--- config.mk ---
export PLATFORM = sky130hd
export DESIGN_NAME = prbs7_ber_ctrl
export DESIGN_NICKNAME = d
export VERILOG_FILES = /design/src/rtl/prbs7_ber_ctrl.sv
export SDC_FILE = /design/constraint.sdc
export NUM_CORES = 1
export LEC_CHECK = 0
export ABC_CLOCK_PERIOD_IN_PS = 2700
export BUFFER_PORTS_ARGS = -buffer_cell sky130_fd_sc_hd__buf_2
export CAP_MARGIN = 15
export CELL_PAD_IN_SITES_DETAIL_PLACEMENT = 0
export CELL_PAD_IN_SITES_GLOBAL_PLACEMENT = 1
export CORE_MARGIN = 2
export CORE_UTILIZATION = 40
export DETAILED_ROUTE_END_ITERATION = 10
export PLACE_DENSITY = 0.72
export SYNTH_ARGS = -nofsm -noshare
export SYNTH_HDL_FRONTEND = slang
export SYNTH_SLANG_ARGS = --single-unit
--- constraint.sdc ---
create_clock -name clk -period 2.7 [get_ports clk]
set_clock_uncertainty 0.05 [all_clocks]
set_input_delay 0.135 -clock clk [delete_from_list [all_inputs] [get_ports clk]]
set_output_delay 0.135 -clock clk [all_outputs]
set_load 0.01 [all_outputs]
--- src/rtl/prbs7_ber_ctrl.sv ---
// PRBS7 bit-error-rate run sequencer.
// Waits for a run of error-free words from the PRBS7 checker (lock), then
// counts checked and erroneous words over a programmable window.
module prbs7_ber_ctrl #(
  parameter int unsigned LOCKLEN     = 8,
  parameter int unsigned LOCKTIMEOUT = 255,
  parameter int unsigned WINWIDTH    = 24,
  parameter int unsigned ERRWIDTH    = 16
) (
  input  logic                clk,
  input  logic                rstn,
  input  logic                start,
  input  logic                abort,
  input  logic                chk_error,
  input  logic [WINWIDTH-1:0] cfg_window,
  output logic                busy,
  output logic                locked,
  output logic                done,
  output logic                lock_fail,
  output logic [ERRWIDTH-1:0] err_count,
  output logic [WINWIDTH-1:0] word_count
);

  typedef enum logic [2:0] {
    S_IDLE,
    S_LOCK,
    S_COUNT,
    S_DONE,
    S_FAIL
  } state_t;

  localparam logic [7:0]  LOCKLEN_V = 8'(LOCKLEN);
  localparam logic [15:0] TIMEOUT_V = 16'(LOCKTIMEOUT);

  state_t              state, state_d;
  logic [7:0]          lock_run, lock_run_d;
  logic [15:0]         lock_timer, lock_timer_d;
  logic [WINWIDTH-1:0] window, window_d;
  logic [WINWIDTH-1:0] word_count_d;
  logic [ERRWIDTH-1:0] err_count_d;
  logic [7:0]          run_inc;
  logic [15:0]         timer_inc;

  // State register plus status flags decoded from the next state, so every
  // output leaves a flop.
  always_ff @(posedge clk or negedge rstn) begin
    if (!rstn) begin
      state     <= S_IDLE;
      busy      <= 1'b0;
      locked    <= 1'b0;
      done      <= 1'b0;
      lock_fail <= 1'b0;
    end else begin
      state     <= state_d;
      busy      <= (state_d == S_LOCK) || (state_d == S_COUNT);
      locked    <= (state_d == S_COUNT) || (state_d == S_DONE);
      done      <= (state_d == S_DONE);
      lock_fail <= (state_d == S_FAIL);
    end
  end

  // Lock tracking, window latch and word/error counters.
  always_ff @(posedge clk or negedge rstn) begin
    if (!rstn) begin
      lock_run   <= '0;
      lock_timer <= '0;
      window     <= '0;
      word_count <= '0;
      err_count  <= '0;
    end else begin
      lock_run   <= lock_run_d;
      lock_timer <= lock_timer_d;
      window     <= window_d;
      word_count <= word_count_d;
      err_count  <= err_count_d;
    end
  end

  // Next-state and counter update; abort outranks everything, and a lock
  // achieved on the timeout edge still counts as a lock.
  always_comb begin
    state_d      = state;
    lock_run_d   = lock_run;
    lock_timer_d = lock_timer;
    window_d     = window;
    word_count_d = word_count;
    err_count_d  = err_count;
    run_inc      = lock_run + 8'd1;
    timer_inc    = lock_timer + 16'd1;

    if (abort) begin
      state_d = S_IDLE;
    end else begin
      case (state)
        S_IDLE, S_DONE, S_FAIL: begin
          if (start) begin
            state_d      = S_LOCK;
            lock_run_d   = '0;
            lock_timer_d = '0;
            word_count_d = '0;
            err_count_d  = '0;
            window_d     = cfg_window;
          end
        end
        S_LOCK: begin
          lock_timer_d = timer_inc;
          lock_run_d   = chk_error ? '0 : run_inc;
          if (!chk_error && (run_inc == LOCKLEN_V)) begin
            state_d = S_COUNT;
          end else if (timer_inc == TIMEOUT_V) begin
            state_d = S_FAIL;
          end
        end
        S_COUNT: begin
          word_count_d = word_count + 1'b1;
          if (chk_error && (err_count != '1)) begin
            err_count_d = err_count + 1'b1;
          end
          if ((window != '0) && (word_count_d == window)) begin
            state_d = S_DONE;
          end
        end
        default: state_d = S_IDLE;
      endcase
    end
  end

endmodule

==> impl_metrics.json, run 1 <==
{
  "status": "finished, final reports clean",
  "antennaDiodeCount": 0,
  "drive_gt1_share_pct": 27.1,
  "grtUsageTotal_pct": 22.2,
  "tightest_slew_ns": 0.629,
  "coreArea_sq_mm": 0.0140,
  "grt_pass1_vias": 5399,
  "pin_count": 73,
  "min_path_type": "in -> reg",
  "criticalPathCategory": "reg -> reg",
  "fill_cells": 1324,
  "crit_fanout": 7,
  "grt_max_degree": 96,
  "dr.pass1.iters": 5,
  "cts_tree": "done",
  "overflow": 0,
  "p_leak_nw": 3.24,
  "clk_latency_ns": 0.36,
  "numCtsBuffers": 9,
  "maxSlewViolCount": 0,
  "netlist_area_sq_mm": 0.00579,
  "cts_max_level": 3,
  "place_ws_ns": -0.0241,
  "first_iter_violations": 524,
  "fmax_ghz": 0.383,
  "ir_worst_vdd_mv": 0.318,
  "min_period_ns": 2.61,
  "nets": 827,
  "synth_edf_count": 0,
  "place_area_sq_mm": 0.00674,
  "syn_nets": 687,
  "synth-main-ff-cell": "dfrtp_1",
  "yosysTopAreaCell": "dfrtp_1",
  "async_flop_share_pct": 100,
  "avgSynthCellArea_sq_um": 8.88,
  "wire_per_inst_um": 17.6,
  "fin_area_sq_mm": 0.00741,
  "cp_data_required_time_ns": 2.93,
  "root_buffer": "clkbuf_16",
  "cts.clk_slew.worst_paths_ns": 0.07,
  "rows": 43,
  "drc": 0,
  "ys_seq_area_share_pct": 41.1,
  "initial_utilization_pct": 41.4,
  "vias": 5562,
  "yosys_warnings": 0,
  "critPathArrivalTime_ns": 2.85,
  "slew_headroom_pct": 57.7,
  "portBuffers": 72,
  "vias_per_cell": 5.69,
  "critPathCaptureType": "register",
  "maxCapViolations": 0,
  "clock_sinks": 95,
  "ff2ff_path_depth": 7,
  "ys_ff_latch": 95,
  "synth_cell_types": 61,
  "power_density_mw_per_mm2": 452,
  "fin_ws_ns": 0.0864,
  "hold_viol": 0,
  "critPathLaunchType": "register",
  "netlist_top_cells_count": "95 x dfrtp_1, 75 x o21ai_0, 65 x nand2_1, 52 x nor2_1, 31 x nand3_1",
  "cts_buffer_depth": 2,
  "antenna_left": 0,
  "instances_no_fill": 977,
  "die_y_um": 124,
  "gp_routability_congestion": 0.931,
  "fin_util_pct": 53.0,
  "die_area_sq_mm": 0.0155,
  "synth.top_cell.area_share_pct": 41.1,
  "synth_area_leaders": "dfrtp_1 41%, o21ai_0 6.5%, mux2_2 4.9%",
  "areaGrowthSynthToFinish_pct": 28.1,
  "antenna_found_initial": 0,
  "whs_path_depth": 3,
  "setup_viol": 0,
  "placedCellCount": 929,
  "grt_pass1_wl_um": 28000,
  "synth_most_common_cell": "dfrtp_1",
  "period_share_pct": 96.8,
  "place.detailed.hpwl_um": 12200,
  "finalWirelength_um": 17200,
  "synth_cells": 652,
  "die-width_um": 124
}
-- logic make-up (layout without fill, tap and decap cells) --
family | count (synthesis) | count (layout) | synth area share, %
XOR/XNOR | 52 | 52 | 7.87
AND/OR/NAND/NOR | 262 | 262 | 24.1
AO/OA/AOI/OAI | 165 | 165 | 17.5
adder cells (fa/ha/maj) | 6 | 6 | 1.30
buffers and inverters | 45 | 190 | 3.03
flip-flops | 95 | 95 | 41.1
multiplexers | 27 | 27 | 5.21
-- where the power goes --
group          total, mW  leakage, nW  switching (mW)  internal (mW)
Combinational      0.511         1.84           0.265          0.246
Sequential          1.63         1.26           0.123           1.51
Clock               1.21        0.136           0.579          0.626
-- layer usage --
metal	up-vias	track usage, %	wire length (um)
met4	0	7.53	307
met1	2681	32.6	8310
li1	2692	-	-
met5	-	0	0
met2	170	33.8	7750
met3	19	3.05	790
-- registers in the layout (all words and copies together) (netlist names) --
name,flops
window,24
word_count,24
err_count,16
lock_timer,16
lock_run,8
state,3
busy,1
done,1
lock_fail,1
locked,1
-- metrics by stage --
stage / setup TNS [ns] / hold slack (ns) / total power [mW]
detailed placement: -0.0241 / 0.188 / 2.12
floorplan: 0 / -0.211 / 1.92
CTS: 0 / 0.117 / 3.36
global placement: -0.0338 / 0.181 / 2.12
finish: 0 / 0.121 / 3.35
global route: -0.0601 / 0.152 / 3.51
-- worst paths after layout --
| kind | start | end | slack [ns] |
|---|---|---|---|
| min reg2reg | lock_timer[6]$_DFFE_PN0P_ | lock_timer[6]$_DFFE_PN0P_ | 0.47 |
| max | word_count[3]$_DFFE_PN0P_ | done$_DFF_PN0_ | 0.09 |
| min | start | state[2]$_DFF_PN0_ | 0.12 |
| max in group asynchronous | rstn | word_count[0]$_DFFE_PN0P_ | 1.85 |
| max reg2reg | word_count[3]$_DFFE_PN0P_ | done$_DFF_PN0_ | 0.09 |
| min in group asynchronous | rstn | lock_timer[0]$_DFFE_PN0P_ | 0.31 |
-- area by class of cell --
type	count	area, sq um	share of cell area (%)
clock inverters	7	48.8	0.658
repair buffers	166	1150	15.5
multi-input cells	512	3350	45.2
inverters	8	30.0	0.405
flip-flops and latches	95	2380	32.1
clock buffers	9	225	3.04
well taps	180	225	3.04
-- placed cells by master, fill, tap and decap left out, types with 4 or more instances in the layout --
cell / count
dfrtp_1: 91
o21ai_0: 74
buf_2: 71
buf_4: 68
nand2_1: 64
nor2_1: 52
nand3_1: 31
xor2_1: 27
xnor2_1: 25
mux2_2: 25
dlygate4sd3_1: 25
a21oi_1: 23
nand4_1: 20
nor4_1: 16
nor3_1: 11
o31ai_1: 10
clkbuf_16: 9
inv_1: 8
a31oi_1: 8
nand2b_1: 8
and3_1: 7
and2_1: 7
and4_1: 7
nor4_2: 6
o41ai_1: 6
nand4b_1: 5
ha_1: 5
nor3b_1: 4
a21o_1: 4
dfrtp_2: 4
-- critical path, cell delays in order, from the launching register on --
cell	delay (ns)
dfrtp_1	0.41
nand4_4	0.17
or4_4	0.59
or3_4	0.41
a21oi_2	0.12
nand4_1	0.09
or4b_4	0.56
a21oi_2	0.13
-- repair_timing --
action,CTS,global route
endpoints found under the setup margin,1,3
endpoints found under the hold margin,119,0
hold buffers,25,0
pin swaps,0,14
gates resized for setup,3,20
setup buffers,0,7
No activity file was read; power rests on OpenSTA's default activity.
==> run 2: changes to the inputs <==
ABC_CLOCK_PERIOD_IN_PS = 3100   (was 2700)
CORE_MARGIN = 1.5   (was 2)
CORE_UTILIZATION = 45   (was 40)
PLACE_DENSITY = 0.77   (was 0.72)
clock period = 3.1 ns   (was 2.7 ns; I/O delays follow)
==> impl_metrics.json, run 2 (same netlist as run 1, synthesis figures left out) <==
{
  "drc": 0,
  "clock_sinks": 95,
  "cts.clk_slew.worst_paths_ns": 0.06,
  "dr.pass1.iters": 5,
  "power_density_mw_per_mm2": 427,
  "cts_buffer_depth": 2,
  "layout_commonest_cell": "dfrtp_1",
  "ff2ff_path_depth": 7,
  "areaGrowthSynthToFinish_pct": 19.8,
  "criticalPathCategory": "reg -> reg",
  "overflow": 0,
  "clk_latency_ns": 0.35,
  "die-width_um": 116,
  "rows": 41,
  "grtUsageTotal_pct": 24.4,
  "cts_tree": "done",
  "antenna_found_initial": 0,
  "rr_endpoint": "done$_DFF_PN0_",
  "slew_headroom_pct": 39.5,
  "vias": 5400,
  "coreArea_sq_mm": 0.0126,
  "critPathLaunchType": "register",
  "grt_max_degree": 96,
  "r2r_setup_slack_ns": 0.16,
  "numCtsBuffers": 9,
  "hold_viol": 0,
  "grt_pass1_wl_um": 25800,
  "tns_ns": 0,
  "die_area_sq_mm": 0.0136,
  "status": "finished, final reports clean",
  "slowest_stage": "or4_4",
  "final_cell_mix": "95 x dfrtp_1, 74 x o21ai_0, 71 x buf_2, 65 x nand2_1, 52 x nor2_1",
  "root_buffer": "clkbuf_16",
  "period_share_pct": 94.7,
  "largestRegisters": "window: 24 flops, word_count: 24 flops",
  "maxSlewViolCount": 0,
  "antenna_left": 0,
  "grt_pass1_vias": 5088,
  "initial_utilization_pct": 46.1,
  "pin_count": 73,
  "vias_per_cell": 5.89,
  "critPathCaptureType": "register",
  "setup_viol": 0,
  "nets": 776,
  "drive_gt1_share_pct": 19.6,
  "antennaDiodeCount": 0,
  "gp_routability_congestion": 0.901,
  "first_iter_violations": 381,
  "min_period_ns": 2.94,
  "power_mw": 2.96,
  "ir_worst_vdd_mv": 0.255,
  "path_common_cell": "a21oi_1",
  "maxCapViolations": 0,
  "cp_data_required_time_ns": 3.32,
  "rsz0062_at_grt": "no",
  "path_depth": 7,
  "path_cells": "nand4_4 > or4_4 > or3_1 > a21oi_1 > nand4_1 > or4b_1 > a21oi_1",
  "cp-endpoint": "done$_DFF_PN0_",
  "p_leak_nw": 2.98,
  "critPathArrivalTime_ns": 3.15,
  "cpLargestDelayFamily": "simple AND/OR/NAND/NOR gates",
  "cts_setup_buffers": 0,
  "die_y_um": 116,
  "r2r-start": "word_count[5]$_DFFE_PN0P_",
  "portBuffers": 72,
  "critical-path-max-stage-delay_ns": 0.65,
  "wire_per_inst_um": 17.0,
  "crit_buf_inv": 0,
  "cts_max_level": 3,
  "min_path_type": "in -> reg",
  "fmax_ghz": 0.340,
  "tightest_slew_ns": 0.908,
  "finalWirelength_um": 15600,
  "place.detailed.hpwl_um": 11100,
  "cp-startpoint": "word_count[5]$_DFFE_PN0P_",
  "crit_fanout": 17
}
run 2: final cells by class:
class,instances,area (sq um)
sequential,95,2380
inverter,8,30.0
clock buffer,12,256
tap,172,215
timing repair buffer,115,751
clock inverter,3,42.5
multi-input combinational,512,3260
fill,1128,5640
run 2: repair_timing:
action	CTS	global route
gates resized for setup	0	1
endpoints found under the hold margin	115	0
hold buffers	21	0
setup endpoints to repair	0	1
run 2: worst min path at each step:
stage | from | endpoint | cells past startpoint
CTS | cfg_window[19] | window[19]$_DFFE_PN0P_ | 2
detailed placement | rstn | lock_timer[4]$_DFFE_PN0P_ | 2
global route | cfg_window[19] | window[19]$_DFFE_PN0P_ | 2
finish | cfg_window[10] | window[10]$_DFFE_PN0P_ | 2
floorplan | rstn | busy$_DFF_PN0_ | 0
global placement | rstn | lock_timer[4]$_DFFE_PN0P_ | 2
run 2: worst register-to-register path: cells and delay by family, from the launching register on:
family	cells	cell delay, ns
compound gates	2	0.33
flops	1	0.49
simple gates	5	1.99
run 2: report_power, final:
part / internal, mW / switching, mW
Sequential: 1.32 / 0.109
Clock: 0.664 / 0.465
Combinational: 0.198 / 0.210
run 2: layer usage:
layer | part of all wire, % | vias to the layer above | GRT usage [%]
met5 | 0 | - | 0
met4 | 1.6 | 0 | 8.62
met3 | 5.3 | 20 | 3.22
met2 | 45 | 180 | 36.7
met1 | 48 | 2622 | 36.1
li1 | - | 2578 | -
run 2: through the flow:
stage / utilization [%] / hold WS [ns] / worst slack (ns) / instances / area (sq um)
floorplan: - / -0.191 / 0.344 / 652 / 5790
global placement: 51.1 / 0.197 / 0.223 / 881 / 6420
detailed placement: 51.1 / 0.204 / 0.137 / 881 / 6420
CTS: 55.1 / 0.00212 / 0.133 / 917 / 6930
global route: 55.2 / 0.00577 / 0.0155 / 917 / 6930
finish: 55.2 / 0.00791 / 0.163 / 917 / 6930
==> run 3: changes to the inputs <==
ABC_AREA = 1   (was default)
PLACE_DENSITY = 0.81   (was 0.77)
SKIP_CTS_REPAIR_TIMING = 1   (was default)
==> impl_metrics.json, run 3 <==
{
  "largestRegisters": "window: 24 flops, word_count: 24 flops",
  "netlist_top_cells_count": "267 x nand2_1, 108 x inv_1, 95 x dfrtp_1, 79 x nand3_1, 76 x nor2_1",
  "ir_worst_vdd_mv": 0.361,
  "grt_max_degree": 50,
  "crit_buf_inv": 0,
  "synth_area_leaders": "dfrtp_1 41%, nand2_1 17%, inv_1 6.9%",
  "rows": 41,
  "numCtsBuffers": 9,
  "p_leak_nw": 3.38,
  "cp_data_required_time_ns": 3.34,
  "areaGrowthSynthToFinish_pct": 17.9,
  "antenna_found_initial": 0,
  "cts_buffer_depth": 2,
  "nets": 958,
  "wire_per_inst_um": 14.3,
  "grt_pass1_vias": 5204,
  "drive_gt1_share_pct": 15.7,
  "slew_headroom_pct": 57.5,
  "maxCapViolations": 0,
  "synth_edf_count": 0,
  "die_y_um": 117,
  "holdCritStartpoint": "cfg_window[6]",
  "overflow": 0,
  "dr.pass1.iters": 5,
  "status": "finished with violations",
  "vias_per_cell": 5.10,
  "critical-path-max-stage-delay_ns": 0.45,
  "fill_cells": 1273,
  "clock_sinks": 95,
  "criticalPathCategory": "reg -> reg",
  "critPathArrivalTime_ns": 2.60,
  "die_area_sq_mm": 0.0137,
  "place_ws_ns": 0.757,
  "crit_fanout": 7,
  "avgSynthCellArea_sq_um": 7.09,
  "portBuffers": 72,
  "maxSlewViolCount": 0,
  "path_common_cell": "nand2_1",
  "critPathCaptureType": "register",
  "critPathLaunchType": "register",
  "rr_endpoint": "busy$_DFF_PN0_",
  "first_iter_violations": 307,
  "slowest_stage": "dfrtp_1",
  "grt_pass1_wl_um": 25600,
  "antennaDiodeCount": 0,
  "syn_nets": 862,
  "power_density_mw_per_mm2": 412,
  "drc": 0,
  "pin_count": 73,
  "root_buffer": "clkbuf_16",
  "cts_max_level": 3,
  "ys_seq_area_share_pct": 40.5,
  "power_mw": 2.85,
  "grtUsageTotal_pct": 24.3,
  "die-width_um": 117,
  "synth.top_cell.area_share_pct": 40.5,
  "min_period_ns": 2.37,
  "min_path_type": "in -> reg",
  "rsz0062_at_grt": "no",
  "initial_utilization_pct": 46.3,
  "r2r_setup_slack_ns": 0.73,
  "tightest_slew_ns": 0.638,
  "antenna_left": 0,
  "r2r-start": "word_count[0]$_DFFE_PN0P_",
  "ys_ff_latch": 95,
  "whs_ns": -0.0328,
  "fin_ws_ns": 0.734,
  "period_share_pct": 76.3,
  "yosysTopAreaCell": "dfrtp_1",
  "async_flop_share_pct": 100,
  "violations": "negative hold slack",
  "final_cell_mix": "267 x nand2_1, 108 x inv_1, 95 x dfrtp_1, 79 x nand3_1, 76 x nor2_1",
  "tns_ns": 0,
  "hold_viol": 7,
  "path_depth": 15,
  "synth_most_common_cell": "nand2_1",
  "coreArea_sq_mm": 0.0127,
  "gp_routability_congestion": 0.897,
  "layout_commonest_cell": "nand2_1",
  "netlist_area_sq_mm": 0.00586,
  "clk_latency_ns": 0.35,
  "cpLargestDelayFamily": "simple AND/OR/NAND/NOR gates",
  "place.detailed.hpwl_um": 11800,
  "path_cells": "ha_1 > nand3_1 > nor2_1 > nand2_1 > nand2_1 > nor2_1 > nor2_1 > nand3_1 > nor2_1 > nand2_1 > nor2_1 > nand2_1 > nand2_1 > nand3_1 > nand2_1",
  "cp-startpoint": "word_count[0]$_DFFE_PN0P_",
  "cts_tree": "done",
  "fmax_ghz": 0.423,
  "yosys_warnings": 0,
  "cp-endpoint": "busy$_DFF_PN0_",
  "vias": 5613,
  "synth_cell_types": 39,
  "finalWirelength_um": 15800,
  "ff2ff_path_depth": 15,
  "cts.clk_slew.worst_paths_ns": 0.07,
  "setup_viol": 0,
  "synth-main-ff-cell": "dfrtp_1",
  "synth_cells": 827
}
==> run 3: logic make-up (layout without fill, tap and decap cells) <==
group                      Yosys count  in the layout  share of synthesized area (%)
buffers and inverters              127            228                           8.43
DFF                                 95             95                           40.5
adders and majority gates            6              6                           1.28
xor gates and xnor gates            12             12                           2.16
AOI/OAI and AO/OA                   99             99                           9.62
and+or+nand+nor                    488            488                           38.0
==> run 3: worst min-delay path, stage by stage <==
cell and delay [ns]:
buf_2 0.07, nand2_1 0.04, o21ai_0 0.06
==> run 3: layout make-up <==
cell class              instances  area (sq um)  area share (%)
multi-input cells             605          2990            43.3
flip-flops and latches         95          2380            34.4
repair buffers                 97           621            8.97
inverters                     115           433            6.26
clock buffers                  12           246            3.56
well taps                     172           215            3.11
clock inverters                 4          30.0           0.434
==> run 3: report_power, final <==
part / internal [mW] / switching (mW) / leakage [nW]
Sequential: 1.31 / 0.0701 / 1.28
Combinational: 0.146 / 0.246 / 1.96
Clock: 0.570 / 0.502 / 0.133
Total: 2.03 / 0.819 / 3.38
==> run 3: worst min path at each step <==
stage                     depth (start not counted)                      end
after floorplan                                   0           busy$_DFF_PN0_
after global placement                            1  lock_run[4]$_DFFE_PN0P_
after detailed placement                          1  lock_run[4]$_DFFE_PN0P_
after CTS                                         1  lock_run[4]$_DFFE_PN0P_
after global routing                              3   window[15]$_DFFE_PN0P_
final                                             3    window[6]$_DFFE_PN0P_
==> run 3: through the flow <==
step	utilization [%]	std cells	area [sq um]
global route	54.6	1100	6920
global placement	51.0	1066	6460
detailed placement	51.0	1066	6460
finish	54.6	1100	6920
floorplan	-	827	5860
CTS	53.2	1082	6740
==> run 3: routing by layer <==
layer	track usage [%]	up-vias	wire [um]
li1	-	2840	-
met1	33.0	2635	7430
met3	4.53	16	612
met4	7.31	0	245
met5	0	-	0
met2	39.7	122	7490
